$ cat config.mk
export PLATFORM = sky130hd
export DESIGN_NAME = vp_cmd_sequencer
export DESIGN_NICKNAME = d
export VERILOG_FILES = /design/src/rtl/vp_cmd_sequencer.sv
export SDC_FILE = /design/constraint.sdc
export NUM_CORES = 1
export LEC_CHECK = 0
export CAP_MARGIN = 40
export CORE_ASPECT_RATIO = 0.8
export CORE_MARGIN = 5
export CORE_UTILIZATION = 40
export DETAILED_ROUTE_END_ITERATION = 10
export PLACE_DENSITY = 0.74
export SETUP_SLACK_MARGIN = 0.3
export SLEW_MARGIN = 30
export SYNTH_ARGS = -nofsm -noshare
export SYNTH_HDL_FRONTEND = slang
export SYNTH_SLANG_ARGS = --single-unit
$ cat constraint.sdc
create_clock -name clk -period 6.4 [get_ports clk]
set_input_delay 1.28 -clock clk [delete_from_list [all_inputs] [get_ports clk]]
set_output_delay 1.28 -clock clk [all_outputs]
set_load 0.1 [all_outputs]
$ cat src/rtl/vp_cmd_sequencer.sv
// vp_cmd_sequencer
//   Command front end for the VectorProcessor (16 lanes x 32b, 512-word memory).
//   Commands are queued in a small FIFO and issued one per cycle onto the
//   processor's instruction / mem_addr / reg_select inputs, qualified by vp_en.
//   Load/store base addresses are bounds-checked before issue. Either a rejected
//   command or a processor-reported out-of-bound access parks the block in an
//   error state until err_clr.
//
// Ports
//   clk, rst_n        clock (rising edge), asynchronous active-low reset
//   cmd_valid/ready   command handshake; ready = FIFO not full
//   cmd_op/reg/addr   command: op (00 load, 01 store, 10 add, 11 mul), register, base address
//   vp_en             issue strobe; processor executes while high
//   vp_instruction    op presented to the processor
//   vp_mem_addr       address presented to the processor
//   vp_reg_select     register select presented to the processor
//   vp_out_of_bound   processor bound flag, meaningful while vp_en=1
//   err_clr           clears the error and resumes issue
//   err, err_addr     sticky error flag and address of the offending command
//   idle              FIFO empty, running, nothing being issued
//   issued_cnt        commands issued since reset (wraps)

module vp_cmd_sequencer #(
  parameter int FIFO_DEPTH = 4,
  parameter int MEM_WORDS  = 512,
  parameter int LANES      = 16,
  parameter int MUL_CYCLES = 1
) (
  input  logic        clk,
  input  logic        rst_n,
  input  logic        cmd_valid,
  output logic        cmd_ready,
  input  logic [1:0]  cmd_op,
  input  logic [1:0]  cmd_reg,
  input  logic [8:0]  cmd_addr,
  output logic        vp_en,
  output logic [1:0]  vp_instruction,
  output logic [8:0]  vp_mem_addr,
  output logic [1:0]  vp_reg_select,
  input  logic        vp_out_of_bound,
  input  logic        err_clr,
  output logic        err,
  output logic [8:0]  err_addr,
  output logic        idle,
  output logic [15:0] issued_cnt
);

  localparam int PTR_W  = (FIFO_DEPTH > 1) ? $clog2(FIFO_DEPTH) : 1;
  localparam int CNT_W  = PTR_W + 1;
  localparam int HOLD_W = (MUL_CYCLES > 1) ? $clog2(MUL_CYCLES) : 1;

  // Highest base address whose full LANES-word access still fits in memory.
  localparam logic [8:0] ADDR_LIMIT = 9'(MEM_WORDS - LANES);

  localparam logic [1:0] OP_LOAD  = 2'b00;
  localparam logic [1:0] OP_STORE = 2'b01;
  localparam logic [1:0] OP_MUL   = 2'b11;

  typedef enum logic [1:0] {
    ST_RUN   = 2'd0,
    ST_HOLD  = 2'd1,
    ST_ERROR = 2'd2
  } state_t;

  state_t state, state_d;

  // Command storage (data only, not reset)
  logic [1:0] fifo_op   [FIFO_DEPTH];
  logic [1:0] fifo_reg  [FIFO_DEPTH];
  logic [8:0] fifo_addr [FIFO_DEPTH];

  logic [PTR_W-1:0]  wr_ptr, rd_ptr;
  logic [CNT_W-1:0]  count;
  logic [HOLD_W-1:0] hold_cnt;
  logic              rej_pending;

  logic [1:0] head_op;
  logic [1:0] head_reg;
  logic [8:0] head_addr;
  logic       head_bad;
  logic       fifo_empty;
  logic       push;
  logic       pop;
  logic       issue;
  logic       reject;
  logic       oob_err;
  logic       clr;
  logic       hold_last;
  logic       vp_en_d;

  assign head_op    = fifo_op[rd_ptr];
  assign head_reg   = fifo_reg[rd_ptr];
  assign head_addr  = fifo_addr[rd_ptr];
  assign fifo_empty = (count == '0);
  assign cmd_ready  = (count != CNT_W'(FIFO_DEPTH));
  assign push       = cmd_valid & cmd_ready;
  assign head_bad   = ((head_op == OP_LOAD) || (head_op == OP_STORE)) &&
                      (head_addr > ADDR_LIMIT);
  assign idle       = fifo_empty && (state == ST_RUN) && !vp_en;

  // Final cycle of a multi-cycle multiply: the next command may issue now.
  assign hold_last  = (state == ST_HOLD) && (hold_cnt == '0);

  always_comb begin
    state_d = state;
    pop     = 1'b0;
    issue   = 1'b0;
    reject  = 1'b0;
    oob_err = 1'b0;
    clr     = 1'b0;
    vp_en_d = 1'b0;
    case (state)
      ST_RUN, ST_HOLD: begin
        if (vp_en && vp_out_of_bound) begin
          // Processor fault outranks any pending issue.
          oob_err = 1'b1;
          state_d = ST_ERROR;
        end else if ((state == ST_RUN) || hold_last) begin
          if (fifo_empty) begin
            state_d = ST_RUN;
          end else if (head_bad) begin
            reject  = 1'b1;
            state_d = ST_ERROR;
          end else begin
            pop     = 1'b1;
            issue   = 1'b1;
            vp_en_d = 1'b1;
            state_d = ((head_op == OP_MUL) && (MUL_CYCLES > 1)) ? ST_HOLD : ST_RUN;
          end
        end else begin
          vp_en_d = 1'b1;
        end
      end
      ST_ERROR: begin
        if (err_clr) begin
          clr     = 1'b1;
          pop     = rej_pending;
          state_d = ST_RUN;
        end
      end
      default: state_d = ST_RUN;
    endcase
  end

  always_ff @(posedge clk or negedge rst_n) begin
    if (!rst_n) begin
      state <= ST_RUN;
    end else begin
      state <= state_d;
    end
  end

  // FIFO control
  always_ff @(posedge clk or negedge rst_n) begin
    if (!rst_n) begin
      wr_ptr <= '0;
      rd_ptr <= '0;
      count  <= '0;
    end else begin
      if (push) wr_ptr <= wr_ptr + 1'b1;
      if (pop)  rd_ptr <= rd_ptr + 1'b1;
      case ({push, pop})
        2'b10:   count <= count + 1'b1;
        2'b01:   count <= count - 1'b1;
        default: count <= count;
      endcase
    end
  end

  always_ff @(posedge clk) begin
    if (push) begin
      fifo_op[wr_ptr]   <= cmd_op;
      fifo_reg[wr_ptr]  <= cmd_reg;
      fifo_addr[wr_ptr] <= cmd_addr;
    end
  end

  // Issue stage
  always_ff @(posedge clk or negedge rst_n) begin
    if (!rst_n) begin
      vp_en          <= 1'b0;
      vp_instruction <= '0;
      vp_mem_addr    <= '0;
      vp_reg_select  <= '0;
      issued_cnt     <= '0;
      hold_cnt       <= '0;
    end else begin
      vp_en <= vp_en_d;
      if (issue) begin
        vp_instruction <= head_op;
        vp_mem_addr    <= head_addr;
        vp_reg_select  <= head_reg;
        issued_cnt     <= issued_cnt + 16'd1;
      end
      if (issue && (head_op == OP_MUL)) begin
        hold_cnt <= HOLD_W'(MUL_CYCLES - 1);
      end else if ((state == ST_HOLD) && (hold_cnt != '0)) begin
        hold_cnt <= hold_cnt - 1'b1;
      end
    end
  end

  // Error tracking
  always_ff @(posedge clk or negedge rst_n) begin
    if (!rst_n) begin
      err         <= 1'b0;
      err_addr    <= '0;
      rej_pending <= 1'b0;
    end else begin
      if (oob_err) begin
        err         <= 1'b1;
        err_addr    <= vp_mem_addr;
        rej_pending <= 1'b0;
      end else if (reject) begin
        err         <= 1'b1;
        err_addr    <= head_addr;
        rej_pending <= 1'b1;
      end else if (clr) begin
        err         <= 1'b0;
        rej_pending <= 1'b0;
      end
    end
  end

endmodule

# Word-level counts from Yosys, hierarchy flattened
# Memory sizes are Yosys's and may differ from the RTL's. A register that Yosys moved wholly into a read port is not among the register bits.
# Cells that the tools add are included.
# totals
ramBits	52
mem_count	3
register_bits	49
output_inout_bits	42
# mem_list
name	words	width	read_ports	rd_clocked_by_memory_dff	write_ports	line_no	text
fifo_addr	4	9	1	0	1	70	logic [8:0] fifo_addr [FIFO_DEPTH];
fifo_op	4	2	1	0	1	68	logic [1:0] fifo_op [FIFO_DEPTH];
fifo_reg	4	2	1	1	1	69	logic [1:0] fifo_reg [FIFO_DEPTH];
# op_classes
n_reduce_logical	20
n_lt_le_gt_ge	1
addsub	6
eq_ne	9
muxes	36
bitwise	2
# op_table
op	count
2-to-1 mux 1 bit	26
2-to-1 mux 9 bit	2
adder 16 x 1 -> 16 bit (second input constant)	1
2-to-1 mux 2 bit	5
greater-than comparator 9 bit (second input constant)	1
logical AND 1 bit	7
equality test 2 x 1 -> 1 bit (second input constant)	3
equality test 2 bit (second input constant)	3
!= test 3 bit (second input constant)	2
case mux 3 bit (2 select lines)	1
nonzero test 2 bit	3
adder 2 x 1 -> 2 bit (second input constant)	2
logical NOT 2 bit	2
case mux 2 bit (2 select lines)	1
adder 3 x 1 -> 3 bit (second input constant)	1
logical NOT 3 bit	1
nonzero test 3 bit	1
subtractor 3 x 1 -> 3 bit (second input constant)	1
logical NOT 1 bit	2
logical OR 1 bit	2
!= test 2 bit (second input constant)	1
case mux 1 bit (2 select lines)	1
AND reduction 2 bit	1
OR reduction 2 bit	1
other kinds (3)	3

# Longest topological paths before layout
# Gate-level depths: netlist (run 1).
# An unclocked memory read counts as a cell.
# depth
word_depth	11
depth_mapped	13
ltp_nobuf	10

# Worst setup path before layout (run 1)
# No wires, ideal clock.
# synth_timing
path_type	flip-flop to output port
startpoint	reg count[2]
endpoint	out idle
required_ps	5120
stages_incl_launch_ff	3
path_slack_ps	1995
arrival_ps	3125
path_cell_list	dfrtp_1 nor3_1 nor3b_1
# synth_between
elab_chain_len	3
# synth_lines
element	line_no	text
from (decl)	73	logic [CNT_W-1:0] count;
from (signal assigned)	163	2'b10: count <= count + 1'b1;
from (signal assigned)	164	2'b01: count <= count - 1'b1;
from (signal assigned)	165	default: count <= count;
logical NOT 3 bit	94	assign fifo_empty = (count == '0);
logical AND 1 bit (2 in series)	99	assign idle = fifo_empty && (state == ST_RUN) && !vp_en;
to (decl)	44	output logic idle,
# Every way passes these cells.

# Worst setup path in the final report (run 1)
# Ends and elaborated chain as after synthesis.

==> results of run 1 <==
## cell type report
type / instances / area [sq um] / area share
sequential: 101 / 2790 / 0.470
timing repair buffer: 103 / 1260 / 0.212
clock buffer: 10 / 229 / 0.0386
inverter: 8 / 30.0 / 0.00507
multi-input combinational: 133 / 1340 / 0.226
tap: 140 / 175 / 0.0295
clock inverter: 6 / 110 / 0.0186
## cell families after synthesis
| logic type | share of synthesized area |
|---|---|
| XOR/XNOR | 0.0437 |
| AO/OA/AOI/OAI | 0.0158 |
| buffers and inverters | 0.0229 |
| multiplexers | 0.166 |
| flip-flops | 0.662 |
| AND/OR/NAND/NOR | 0.0672 |
| adder cells (fa/ha/maj) | 0.0226 |
## cell usage after synthesis
cell type / instances
edfxtp_1: 52
dfrtp_1: 49
mux2_2: 22
nand2_1: 12
nand3_1: 11
xnor2_1: 11
xor2_1: 10
inv_1: 8
mux2_4: 8
mux4_1: 7
and3_1: 6
ha_1: 6
mux4_2: 6
nor2_1: 6
nor3_1: 5
buf_2: 4
nor4_1: 3
and2_1: 2
buf_6: 2
nand4_1: 2
o31ai_1: 2
a21boi_0: 1
a21o_1: 1
a21oi_1: 1
and4_1: 1
buf_12: 1
clkbuf_1: 1
fa_1: 1
mux2i_1: 1
nand3b_1: 1
nand4b_4: 1
nor3b_1: 1
o21a_1: 1
o21ai_0: 1
o311a_1: 1
o31a_1: 1
or3_1: 1
## metal layers
metal / part of all wire / GRT usage / vias to the layer above
met3: 0.040 / 0.0474 / 6
met5: 0 / 0 / -
met2: 0.48 / 0.231 / 52
met1: 0.47 / 0.188 / 1228
met4: 0.0089 / 0.0379 / 0
li1: - / - / 1151
## worst max-delay path, delay by kind of cell (launching register included)
| family | cells | cell delay [ns] |
|---|---|---|
| DFF | 1 | 0.42 |
| buffers and inverters | 2 | 0.76 |
| and+or+nand+nor | 2 | 0.96 |
## worst paths after layout
check / start / to
max in group asynchronous: rst_n / vp_mem_addr[0]
hold reg to reg: issued_cnt[15] / issued_cnt[15]
min in group asynchronous: rst_n / issued_cnt[4]
hold / removal: issued_cnt[15] / issued_cnt[15]
setup / recovery: count[2] / idle
setup reg to reg: rd_ptr[0] / count[2]
## stage by stage
stage | util | instance area, sq um | setup WS (ns) | cells
finish | 0.577 | 5930 | 2.63 | 501
global route | 0.577 | 5930 | 2.50 | 501
CTS | 0.575 | 5910 | 2.56 | 500
detailed placement | 0.542 | 5570 | 2.58 | 484
global placement | 0.478 | 4920 | 2.56 | 441
floorplan | - | 4210 | 2.00 | 250
==> metrics.md, run 1 <==
| Metric | Value |
|---|---|
| Status | `finished, final reports clean` |
| Slew Viols, Final | `0` |
| Clock Pin Slew Worst Setup and Hold Paths | `0.07 ns` |
| CTS Hold Bufs | `0` |
| Die area | `12700 sq um` |
| DPL Wire Length | `5940 um` |
| Worst-Margin Slew | `0.776 ns` |
| Fraction of layout cells with a size suffix above 1 | `0.269` |
| Pin count of the biggest net entering global routing | `50` |
| Tcrit/Tclk final | `0.589` |
| Fillers | `779` |
| Post-CTS setup buffers | `0` |
| First-pass GRT wire length | `13800 um` |
| Fin crit period | `3.77 ns` |
| Post-Synthesis Cells | `250` |
| Setup Total Neg Slack | `0 ns` |
| Die W | `125 um` |
| Slew HR | `0.479` |
| CP Launch Type | `flip-flop` |
| Clk Latency, worst-skew pair | `0.34 ns` |
| Synthesized area | `4210 sq um` |
| Final wirelength | `8320 um` |
| Max FFs per register | `36` |
| Synth Warn # | `0` |
| Top post-synthesis cells by area | `edfxtp_1 37%, dfrtp_1 29%, mux2_2 5.9%, mux4_1 4.4%, mux4_2 3.2%` |
| Die Span Y | `102 um` |
| R2r setup slk | `2.94 ns` |
| Clk sink count | `101` |
| CORE AREA | `10300 sq um` |
| Synthesized flop and latch total | `101` |
| Largest area contributor in the netlist | `edfxtp_1` |
| Vias per Instance | `4.86` |
| Syn nets | `275` |
| Critical path cell sequence | `nor3_1 -> nor3b_1 -> clkdlybuf4s50_1 -> buf_8` |
| HP Class | `reg -> reg` |
| Area Overhead vs Synth | `40.8%` |
| Detailed Routing Iterations Pass 1 | `4` |
| PortBufs | `59` |
| Clk root buf | `clkbuf_16` |
| Final Skew | `0.00711 ns` |
| Yosys cell types | `37` |
| CP peak stage delay | `0.66 ns` |
| Critical path data required time | `5.12 ns` |
| RSZ-0062 raised after global routing | `no` |
| IO Count | `60` |
| Largest Register | `fifo_addr` |
| Worst r2r path cells | `10` |
| # H-tree levels | `3` |
| Hold Crit Depth | `1` |
| Routed Antenna Nets | `0` |
| Top cell type's share of synthesized area | `0.371` |
| Crit path arrival time | `2.49 ns` |
| Max Buffers Root-to-Sink | `2` |
| Initial antenna violation count | `0` |
| Row count | `33` |
| Nets | `381` |
| Overall routing resource usage | `0.143` |
| Largest regs | `fifo_addr x36, issued_cnt x16` |
| Most frequent cells in the layout | `58 x clkdlybuf4s50_1, 52 x edfxtp_1, 49 x dfrtp_1, 42 x buf_8, 22 x mux2_2` |
| WS Path Type | `reg -> out` |
| RePlAce Congestion | `0.755` |
| Post-cts sizing count | `0` |
| CTS tree | `done` |
| Final hold vios | `0` |
| Max-cap violations | `0` |
| Drt drc | `0` |
| Seq/Total Area, Yosys | `0.662` |
| Setup crit end kind | `output port` |
| Most common cell after layout, fill and taps aside | `clkdlybuf4s50_1` |
| Slowest stage cell, crit path | `nor3_1` |
| Syn avg cell area | `16.8 sq um` |
| Routed vias | `2437` |
| WL per Instance | `16.6 um` |
| Final setup viols | `0` |
| Fmax | `265 MHz` |
| Hold_ws | `0.484 ns` |
| GRT Residual Overflow | `0` |
| Cts bufs inserted | `9` |
| Initial DRC count | `119` |
| Diode count | `0` |
| Vias in the first global route | `2643` |
| Worst Path Max Fanout | `7` |
| Starting density of the core | `0.409` |
Power of run 1 is not shown: default switching activity piles up to over one toggle a cycle in this logic, so the estimate is an artifact.
==> run 2, diff against run 1 <==
- clock period: 6.4 -> 3.56 ns (I/O delays scaled with it)
==> metrics.md, run 2 (synthesis gave the netlist of run 1 again) <==
| Metric | Value |
|---|---|
| Status | `finished, final reports clean` |
| Clk root buf | `clkbuf_16` |
| Area Overhead vs Synth | `37.9%` |
| Post-CTS setup buffers | `0` |
| Nets | `379` |
| Final wirelength | `8230 um` |
| Crit. Startpoint | `rd_ptr[1]` |
| Detailed Routing Iterations Pass 1 | `4` |
| WL per Instance | `16.5 um` |
| Row count | `33` |
| Drt drc | `0` |
| Worst Path Max Fanout | `14` |
| RSZ-0062 raised after global routing | `no` |
| Cts bufs inserted | `9` |
| Initial antenna violation count | `0` |
| Worst flop-to-flop path startpoint | `rd_ptr[1]` |
| Slowest stage cell, crit path | `dfrtp_1` |
| R2r setup slk | `0.63 ns` |
| CP peak stage delay | `0.73 ns` |
| Vias in the first global route | `2533` |
| Clk Latency, worst-skew pair | `0.34 ns` |
| CTS tree | `done` |
| Setup crit end kind | `flip-flop` |
| CP Launch Type | `flip-flop` |
| Worst Setup EP | `count[2]` |
| Fmax | `342 MHz` |
| Pin count of the biggest net entering global routing | `50` |
| Final hold vios | `0` |
| Worst-Margin Slew | `0.787 ns` |
| Most common cell after layout, fill and taps aside | `clkdlybuf4s50_1` |
| RePlAce Congestion | `0.730` |
| Diode count | `0` |
| Crit path arrival time | `3.19 ns` |
| CTS Hold Bufs | `0` |
| Slew HR | `0.471` |
| Die W | `125 um` |
| Max FFs per register | `36` |
| Die area | `12700 sq um` |
| DPL Wire Length | `5880 um` |
| Storage element area | `2790 sq um` |
| # H-tree levels | `3` |
| Max-cap violations | `0` |
| Critical path data required time | `3.83 ns` |
| First-pass GRT wire length | `13600 um` |
| Post-cts sizing count | `0` |
| HP Class | `in -> async` |
| Initial DRC count | `128` |
| GRT Residual Overflow | `0` |
| Most used cell, CP | `xor2_1` |
| Critical path cell sequence | `mux4_1 -> nor4_1 -> buf_4 -> o31ai_4 -> nand2_1 -> ha_1 -> inv_1 -> fa_1 -> xor2_1 -> nor2_1 -> xor2_1` |
| Hold_ws | `0.380 ns` |
| Final Skew | `0.00641 ns` |
| Vias per Instance | `4.84` |
| Starting density of the core | `0.409` |
| PortBufs | `59` |
| Fin crit period | `2.93 ns` |
| WS Path Type | `reg -> reg` |
| Clk sink count | `101` |
| Die Span Y | `102 um` |
| Routed vias | `2416` |
| Fillers | `811` |
| Max Buffers Root-to-Sink | `2` |
| Slew Viols, Final | `0` |
| Routed Antenna Nets | `0` |
| Largest regs | `fifo_addr x36, issued_cnt x16` |
| Worst r2r path cells | `11` |
| Multi-input gate area | `1340 sq um` |
| Tcrit/Tclk final | `0.822` |
| End of the worst register-to-register path | `count[2]` |
| Setup Total Neg Slack | `0 ns` |
| Final setup viols | `0` |
| CORE AREA | `10300 sq um` |
| Largest Register | `fifo_addr` |
| Clock Pin Slew Worst Setup and Hold Paths | `0.07 ns` |
| Fraction of layout cells with a size suffix above 1 | `0.284` |
| Most frequent cells in the layout | `54 x clkdlybuf4s50_1, 52 x edfxtp_1, 49 x dfrtp_1, 37 x buf_8, 22 x mux2_2` |
| Overall routing resource usage | `0.140` |
| IO Count | `60` |
[run 2: critical path: cells and delay by family, from the launching register on]
kind                     cells  cell delay [ns]
AO/OA/AOI/OAI                1             0.06
XOR/XNOR                     2             0.30
adder cells (fa/ha/maj)      2             0.55
buffers and inverters        2             0.25
flip-flops                   1             0.73
multiplexers                 1             0.44
AND/OR/NAND/NOR              3             0.54
[run 2: area by class of cell]
type,instances,share of cell area
clock inverter,7,0.00862
multi-input combinational,133,0.232
timing repair buffer,101,0.205
tap,140,0.0302
inverter,8,0.00517
clock buffer,9,0.0388
sequential,101,0.480
[run 2: through the flow]
step	setup WS, ns	instances	cell area (sq um)	utilization
final	0.633	499	5800	0.564
after global placement	0.676	445	4940	0.481
after global routing	0.413	499	5800	0.564
after detailed placement	0.609	483	5530	0.538
after floorplan	0.638	250	4210	-
after CTS	0.593	499	5800	0.564
[run 2: layer usage]
metal	vias to the layer above	track usage	wire length [um]
met1	1205	0.192	3840
li1	1147	-	-
met3	7	0.0474	428
met4	0	0.0404	80
met5	-	0	0
met2	57	0.214	3880
[run 2: worst min path at each step]
stage / cells past startpoint / endpoint
after floorplan: 0 / count[0]
after global placement: 1 / issued_cnt[15]
after detailed placement: 1 / issued_cnt[15]
after CTS: 1 / issued_cnt[11]
after global routing: 1 / issued_cnt[11]
final: 1 / issued_cnt[11]
Power of run 2 is left out for the same reason.
==> run 3, diff against run 2 <==
- clock period: 3.56 -> 3.1 ns (I/O delays scaled with it)
==> metrics.md, run 3 (synthesis gave the netlist of run 1 again) <==
| Metric | Value |
|---|---|
| Status | `finished, final reports clean` |
| Worst Path Max Fanout | `7` |
| Cts bufs inserted | `9` |
| Slew Viols, Final | `0` |
| Initial antenna violation count | `0` |
| WL per Instance | `16.9 um` |
| Final Skew | `0.00504 ns` |
| First-pass GRT wire length | `12900 um` |
| Final setup viols | `0` |
| Final wirelength | `7950 um` |
| CTS tree | `done` |
| GRT Residual Overflow | `0` |
| Most used cell, CP | `xor2_1` |
| CP Launch Type | `flip-flop` |
| Most common cell after layout, fill and taps aside | `buf_4` |
| IO Count | `60` |
| Clock Pin Slew Worst Setup and Hold Paths | `0.07 ns` |
| Nets | `351` |
| Die area | `12700 sq um` |
| Die W | `125 um` |
| Die Span Y | `102 um` |
| HP Class | `in -> async` |
| Row count | `33` |
| Most frequent cells in the layout | `54 x buf_4, 52 x edfxtp_1, 48 x dfrtp_1, 22 x mux2_2, 16 x clkdlybuf4s50_1` |
| Slowest stage cell, crit path | `mux4_2` |
| # H-tree levels | `3` |
| Clk Latency, worst-skew pair | `0.34 ns` |
| Fraction of layout cells with a size suffix above 1 | `0.378` |
| RePlAce Congestion | `0.806` |
| Tcrit/Tclk final | `0.867` |
| Starting density of the core | `0.409` |
| Routed vias | `2318` |
| Crit path arrival time | `2.95 ns` |
| Setup crit end kind | `flip-flop` |
| PortBufs | `59` |
| Largest Register | `fifo_addr` |
| RSZ-0062 raised after global routing | `yes` |
| Max FFs per register | `36` |
| DPL Wire Length | `5650 um` |
| Worst-Margin Slew | `0.709 ns` |
| Critical path data required time | `3.36 ns` |
| Final hold vios | `0` |
| Pin count of the biggest net entering global routing | `24` |
| Vias in the first global route | `2405` |
| Area Overhead vs Synth | `25.9%` |
| Setup Total Neg Slack | `0 ns` |
| Max Buffers Root-to-Sink | `2` |
| CORE AREA | `10300 sq um` |
| Largest regs | `fifo_addr x36, issued_cnt x16` |
| Fin crit period | `2.69 ns` |
| CTS Hold Bufs | `0` |
| Slew HR | `0.527` |
| Fmax | `372 MHz` |
| Clk sink count | `101` |
| Overall routing resource usage | `0.132` |
| Initial DRC count | `175` |
| Vias per Instance | `4.92` |
| Critical path cell sequence | `mux4_2 -> nor4_4 -> o31ai_4 -> nand2_2 -> ha_4 -> inv_1 -> fa_2 -> xor2_1 -> nor2_1 -> xor2_1` |
| Routed Antenna Nets | `0` |
| Detailed Routing Iterations Pass 1 | `4` |
| CP peak stage delay | `0.58 ns` |
| Max-cap violations | `0` |
| Drt drc | `0` |
| Diode count | `0` |
| Clk root buf | `clkbuf_16` |
| WS Path Type | `reg -> reg` |
==> run 3: cell types whose count changed in the layout (fill, tap and decap cells not counted), sizes merged <==
cell           before  now
clkdlybuf4s50      54   16
buf                47   57
clkinvlp            3    0
inv                10   11
bufinv              0    2
==> run 3: worst max-delay path: cells and delay by family, from the launching register on <==
family | cells | cell delay, ns
AND/OR/NAND/NOR | 3 | 0.61
multiplexers | 1 | 0.58
flip-flops | 1 | 0.48
adder cells (fa/ha/maj) | 2 | 0.46
XOR/XNOR | 2 | 0.32
AO/OA/AOI/OAI | 1 | 0.11
buffers and inverters | 1 | 0.05
==> run 3: path summary, 6_finish.rpt <==
| check | start | end | slack [ns] | cells after the start |
|---|---|---|---|---|
| worst max-delay path | rd_ptr[0] | count[2] | 0.41 | 10 |
| worst min-delay path | rst_n | vp_en | 0.24 | 1 |
| worst max register to register | rd_ptr[0] | count[2] | 0.41 | 10 |
| worst min register to register | issued_cnt[15] | issued_cnt[15] | 0.48 | 1 |
| max in group asynchronous | rst_n | rd_ptr[0] | 2.21 | 2 |
| min in group clk | issued_cnt[15] | issued_cnt[15] | 0.48 | 1 |
==> run 3: metal layers <==
layer	up-vias	share of wire	track usage	wire, um
met5	-	0	0	0
met4	0	0.0021	0.0227	17
met3	2	0.062	0.0569	490
met2	62	0.48	0.206	3780
met1	1168	0.46	0.176	3660
li1	1086	-	-	-
==> run 3: timing repair <==
item | 4_1_cts | 5_1_grt
endpoints found under the hold margin | 0 | 0
resized for setup | 5 | 8
pin swaps | 1 | 5
buffers inserted | 1 | 5
setup endpoints to repair | 9 | 10
==> run 3: area by class of cell <==
| cell class | instances | area, sq um |
|---|---|---|
| Fill cell | 848 | 4980 |
| Sequential cell | 101 | 2790 |
| Multi-Input combinational cell | 133 | 1370 |
| Timing Repair Buffer | 73 | 602 |
| Clock buffer | 9 | 225 |
| Tap cell | 140 | 175 |
| Clock inverter | 7 | 103 |
| Inverter | 8 | 30.0 |
==> run 3: stage by stage <==
step / util / setup WS (ns) / std cells / hold WS [ns] / cell area (sq um)
2_1_floorplan: - / 0.320 / 250 / 0.324 / 4240
3_3_place_gp: 0.477 / 0.264 / 449 / 0.462 / 4910
3_5_place_dp: 0.477 / 0.142 / 449 / 0.475 / 4910
4_1_cts: 0.509 / 0.307 / 466 / 0.247 / 5230
5_1_grt: 0.515 / 0.249 / 471 / 0.285 / 5300
6_report: 0.515 / 0.411 / 471 / 0.242 / 5300
Power of run 3 is left out for the same reason.
